--- config.mk ---
export PLATFORM = sky130hd
export DESIGN_NAME = rtype_exec_ctrl
export DESIGN_NICKNAME = d
export VERILOG_FILES = /design/src/rtl/rtype_exec_ctrl.sv
export SDC_FILE = /design/constraint.sdc
export NUM_CORES = 1
export LEC_CHECK = 0
export ABC_CLOCK_PERIOD_IN_PS = 4800
export BUFFER_PORTS_ARGS = -buffer_cell sky130_fd_sc_hd__buf_2
export CELL_PAD_IN_SITES_DETAIL_PLACEMENT = 0
export CELL_PAD_IN_SITES_GLOBAL_PLACEMENT = 1
export CORE_ASPECT_RATIO = 1.5
export CORE_UTILIZATION = 39
export DETAILED_ROUTE_END_ITERATION = 8
export GPL_ROUTABILITY_DRIVEN = 0
export GPL_TIMING_DRIVEN = 0
export PLACE_DENSITY = 0.93
export REMOVE_ABC_BUFFERS = 1
export SYNTH_ARGS = -nofsm -noshare
export SYNTH_HDL_FRONTEND = slang
export SYNTH_SLANG_ARGS = --single-unit
--- constraint.sdc ---
create_clock -name clk -period 4.8 [get_ports clk]
set_clock_uncertainty 0.15 [all_clocks]
set_input_delay 0.96 -clock clk [delete_from_list [all_inputs] [get_ports clk]]
set_output_delay 0.96 -clock clk [all_outputs]
set_load 0.05 [all_outputs]
--- src/rtl/rtype_exec_ctrl.sv ---
// Multi-cycle register-register execute controller: READ operands, EXEC via external ALU,
// WB result and latch flags into PSR. Optional retire counter enabled by `define RETIRE_CNT_EN.
module rtype_exec_ctrl #(
    parameter int WIDTH   = 16,
    parameter int NUMREGS = 16
) (
    input  logic                       clk,
    input  logic                       reset,
    input  logic                       instr_valid,
    input  logic [15:0]                instr,
    output logic                       instr_ready,
    output logic [$clog2(NUMREGS)-1:0] rf_src_addr,
    output logic [$clog2(NUMREGS)-1:0] rf_dst_addr,
    input  logic [WIDTH-1:0]           rf_read_data1,
    input  logic [WIDTH-1:0]           rf_read_data2,
    output logic                       rf_write_en,
    output logic [WIDTH-1:0]           rf_write_data,
    output logic [7:0]                 alu_op,
    output logic [WIDTH-1:0]           alu_in1,
    output logic [WIDTH-1:0]           alu_in2,
    input  logic [WIDTH-1:0]           alu_out,
    input  logic [1:0]                 cond_group1,
    input  logic [2:0]                 cond_group2,
    output logic [4:0]                 psr,
    output logic                       busy,
    output logic                       done,
`ifdef RETIRE_CNT_EN
    output logic [15:0]                retire_cnt,
`endif
    output logic [1:0]                 dbg_state_o
);

    localparam int AW = $clog2(NUMREGS);
    localparam logic [7:0] OP_CMP = 8'b1011_0000;

    typedef enum logic [1:0] {
        IDLE = 2'd0,
        READ = 2'd1,
        EXEC = 2'd2,
        WB   = 2'd3
    } state_t;

    state_t           state_q, state_d;
    logic [15:0]      instr_q;
    logic [7:0]       alu_op_q;
    logic [WIDTH-1:0] alu_in1_q, alu_in2_q;
    logic [WIDTH-1:0] result_q;
    logic [4:0]       flags_q;
    logic [4:0]       psr_q;
    logic             accept;

    // Handshake: an instruction is taken on any edge where instr_valid && instr_ready;
    // instr_ready is high only in IDLE and WB, so requests in READ/EXEC are simply not taken.
    always_comb begin
        state_d     = state_q;
        instr_ready = 1'b0;
        case (state_q)
            IDLE: begin
                instr_ready = 1'b1;
                if (instr_valid) state_d = READ;
            end
            READ: state_d = EXEC;
            EXEC: state_d = WB;
            WB: begin
                instr_ready = 1'b1;
                state_d     = instr_valid ? READ : IDLE;
            end
            default: state_d = IDLE;
        endcase
    end

    assign accept = instr_valid && instr_ready;

    always_ff @(posedge clk or posedge reset) begin
        if (reset) begin
            state_q   <= IDLE;
            instr_q   <= '0;
            alu_op_q  <= '0;
            alu_in1_q <= '0;
            alu_in2_q <= '0;
            result_q  <= '0;
            flags_q   <= '0;
            psr_q     <= '0;
        end else begin
            state_q <= state_d;
            if (accept) instr_q <= instr;
            // Port B reads Rdest (first ALU operand), port A reads Rsrc (second operand).
            if (state_q == READ) begin
                alu_in1_q <= rf_read_data2;
                alu_in2_q <= rf_read_data1;
                alu_op_q  <= {instr_q[15:12], instr_q[7:4]};
            end
            if (state_q == EXEC) begin
                result_q <= alu_out;
                flags_q  <= {cond_group2, cond_group1};
            end
            if (state_q == WB) psr_q <= flags_q;
        end
    end

`ifdef RETIRE_CNT_EN
    logic [15:0] retire_cnt_q;

    always_ff @(posedge clk or posedge reset) begin
        if (reset) begin
            retire_cnt_q <= '0;
        end else if (state_q == WB) begin
            retire_cnt_q <= retire_cnt_q + 16'd1;
        end
    end

    assign retire_cnt = retire_cnt_q;
`endif

    // Write strobe is decoded from state so an asynchronous reset kills it immediately.
    assign rf_write_en   = (state_q == WB) && (alu_op_q != OP_CMP);
    assign rf_write_data = (state_q == WB) ? result_q : '0;
    assign rf_src_addr   = instr_q[AW-1:0];
    assign rf_dst_addr   = instr_q[8 +: AW];
    assign alu_op        = alu_op_q;
    assign alu_in1       = alu_in1_q;
    assign alu_in2       = alu_in2_q;
    assign psr           = psr_q;
    assign busy          = (state_q != IDLE);
    assign done          = (state_q == WB);
    assign dbg_state_o   = state_q;

endmodule

==> Yosys cells after proc, flatten, opt, wreduce, memory -nomap -nowiden <==
Index checks and enable logic that the tools add are counted.
{ "word_totals": {"output_inout_bits": 75, "elab_cells": 23, "reg_bits": 84} }
{ "op_classes": {"n_reduce_logical": 5, "mux": 5, "eq_ne": 5} }
{ "op_table": {"columns": ["op", "count"], "rows": [
  ["16-bit two-way mux", 1],
  ["8-bit inequality test (second input constant)", 1],
  ["2-bit one-hot mux with 4 select lines", 1],
  ["2-bit == test (second input constant)", 2],
  ["2-bit by 1-bit == test with 1-bit output (second input constant)", 1],
  ["1-bit logical AND", 2],
  ["2-bit zero test", 1],
  ["1-bit two-way mux", 2],
  ["2-bit two-way mux", 1],
  ["2-bit inequality test (second input constant)", 1],
  ["2-bit nonzero test", 1],
  ["2-bit OR reduction", 1]
]} }

==> Depth between registers and ports, before layout <==
{ "logic_depth": {"ltp_word": 4, "ltp_mapped": 6, "mapped_depth_nobuf": 5} }

==> Worst setup path before layout <==
Ideal clock, no wire load.
{ "synth_timing": {"path_kind": "reg2out", "start": "register state_q[0], in the netlist dbg_state_o[0]", "end": "output port rf_write_en", "setup_slack_ps": 905, "arrival_time_ps": 2785, "t_required_ps": 3690, "path_buffers": 1, "stages_incl_launch_ff": 4, "cell_sequence": "dfrtp_1 ha_1 buf_2 a21boi_0"} }
{ "synth_between": {"elab_chain_cells": 2} }
{ "synth_lines": {"columns": ["item", "line_no", "rtl"], "rows": [
  ["start: declaration", "43", "state_t state_q, state_d;"],
  ["start signal: assignment", "85", "state_q <= state_d;"],
  ["2-bit == test", null, null],
  ["named net done", "26", "output logic done,"],
  ["1-bit logical AND", "116", "assign rf_write_en = (state_q == WB) && (alu_op_q != OP_CMP);"],
  ["end: declaration", "16", "output logic rf_write_en,"]
]} }
The timed path passes the listed nets, and every way through them passes these cells.

==> Final worst setup path <==
{ "layout_timing": {"start": "register state_q[0], in the netlist dbg_state_o[0]", "end": "output port rf_write_en"} }
{ "layout_between": {"elab_chain_cells": 2} }
{ "layout_lines": {"columns": ["item", "line_no"], "rows": [
  ["2-bit == test", "116"],
  ["1-bit logical AND", "116"]
]} }
Every way passes these cells.

==> metrics.yaml <==
viasPerCell: 4.69
finalSetupViolCount: 0
cp_cell_sequence: "ha_1 -> a21boi_0 -> buf_2"
antenna_found_initial: 0
finalNetCount: 440
grt_use_total: 0.152
startpoint_type: "flip-flop"
rsz0062_at_grt: "false"
synth_top_area_frac: 0.612
cpPeakStageDelay_ps: 700
max_slew_margin: 0.369
final_common_cell: "buf_2"
cts_root_buffer: "clkbuf_16"
synthXorXnorAreaFrac: 0
syn-cell-area_um2: 3440
mostFrequentLayoutCells: "buf_2, dfrtp_1, mux2_2"
cp.required_ps: 3690
drive_above_1_share: 0.672
io_buffers: 146
vias: 2217
grt_pass1_vias: 2230
detailed_place_hpwl_mm: 5.00
die-area_um2: 9200
grt_max_degree: 51
worst-path-max-fanout: 24
maxCapViolations: 0
hold_viol_final: 0
antenna_cells: 0
synth_area_per_cell_um2: 15.6
drt_iter0_markers: 44
die_h_um: 117
ys_seq_elements: 84
synthMuxAreaShare: 0.280
cts_max_path_buffers: 2
first_pass_iters: 2
core_area_um2: 8460
std_cell_rows: 41
cts.sinks: 84
crit_start: "dbg_state_o[0]"
yosys.area_share.simple: 0.0408
outcome: "completed"
wire_per_inst_um: 14.2
r2r_start: "dbg_state_o[0]"
finalMaxSlewViolations: 0
ios: 147
hold_path_class: "reg -> reg"
final_antenna_net_count: 0
path_class: "reg -> out"
period_needed_ps: 3110
end_kind: "primary output"
timing.final.crit_share: 0.648
ctsResizeCount: 0
path_clk_slew_ps: 60
yosys-top-cells-area: "dfrtp_1, mux2_2, mux2_4, and2_1, ha_1"
yosysTopAreaCell: "dfrtp_1"
critPathSlowestCell: "ha_1"
synth_warnings: 0
syn_inst: 221
drc_errors: 0
yosys.cell_types.count: 21
numCtsBuffers: 9
tightest_slew_ps: 947
r2r_slack_ps: 2730
synthAdderAreaFrac: 0.0182
max_freq_ghz: 0.322
die_width_um: 78.7
initial_core_util: 0.406
detail_route.wirelength_mm: 6.74
synth_compound_area_frac: 0.00801
cp.arrival_ps: 2000
fill_cells: 740
cts_tree: "built"
finalSetupTns_ps: 0
r2r_cells: 3
ctsHoldBuffers: 0
clk_latency_ps: 330
grt_first_pass_wirelength_mm: 10.4
yosysSeqAreaShare: 0.612
h-tree-depth: 3
area_delta_synth_final_pct: 32.7
rr_endpoint: "result_q[9]"
worstSetupEndpoint: "rf_write_en"
grt_overflow: 0
synth_top_family_by_area: "multiplexers"
post_cts_buffers: 0
==> sequential cells by signal, indices dropped and copies added, names as in the netlist <==
signal       count
alu_in1         16
alu_in2         16
alu_op           8
dbg_state_o      2
flags_q          5
instr_q         16
psr              5
result_q        16
==> kinds of logic (layout without fill, tap and decap cells) <==
family / count (synthesis) / in the layout
buffers and inverters: 23 / 168
and+or+nand+nor: 23 / 23
adders and majority gates: 5 / 5
AOI/OAI and AO/OA: 4 / 4
DFF: 84 / 84
muxes: 82 / 82
==> through the flow <==
| stage | std cells | instance area [um2] | setup slack, ps | hold WS [ps] | utilization |
|---|---|---|---|---|---|
| 6_report | 473 | 4560 | 1690 | 341 | 0.539 |
| 3_5_place_dp | 459 | 4250 | 2000 | 338 | 0.503 |
| 2_1_floorplan | 203 | 3310 | 902 | 322 | - |
| 3_3_place_gp | 456 | 4180 | 618 | 330 | 0.493 |
| 4_1_cts | 473 | 4560 | 1610 | 348 | 0.539 |
| 5_1_grt | 473 | 4560 | 1500 | 360 | 0.539 |
==> cells in the mapped netlist, drive strengths merged <==
cell	count
dfrtp	84
mux2	82
buf	17
and2	16
ha	5
inv	5
nand2	2
a21boi	1
a31oi	1
and4b	1
clkbuf	1
nand2b	1
nor2	1
nor2b	1
nor4	1
o21ai	1
o22a	1
==> layout make-up <==
cell class | count | area, um2 | share of cell area
multi-input cells | 114 | 1200 | 0.262
repair buffers | 149 | 801 | 0.176
clock buffers | 12 | 246 | 0.0540
inverters | 5 | 21.3 | 0.00466
flip-flops and latches | 84 | 2100 | 0.461
clock inverters | 2 | 60.1 | 0.0132
well taps | 107 | 134 | 0.0294
==> metal layers <==
| metal | part of all wire | track usage | up-vias |
|---|---|---|---|
| met1 | 0.40 | 0.168 | 1089 |
| li1 | - | - | 1032 |
| met4 | 0.022 | 0.0864 | 0 |
| met3 | 0.065 | 0.0380 | 11 |
| met5 | 0 | 0 | - |
| met2 | 0.51 | 0.265 | 85 |
==> critical path: cells and delay by family (launching register included) <==
family          cells  cell delay, ps
compound gates      1             230
fa+ha+maj           1             700
buf+inv             1             290
flops               1             450
==> worst min path at each step <==
stage	start	to	slack [ps]	depth (start not counted)
floorplan	result_q[0]	result_q[0]	320	1
global placement	result_q[14]	result_q[14]	330	1
detailed placement	result_q[1]	result_q[1]	340	1
CTS	instr_q[4]	alu_op[0]	350	1
global route	instr_q[4]	instr_q[4]	360	1
finish	flags_q[3]	psr[3]	340	1
Power is not shown: default switching activity piles up to over one toggle a cycle in this logic, so the estimate is an artifact.
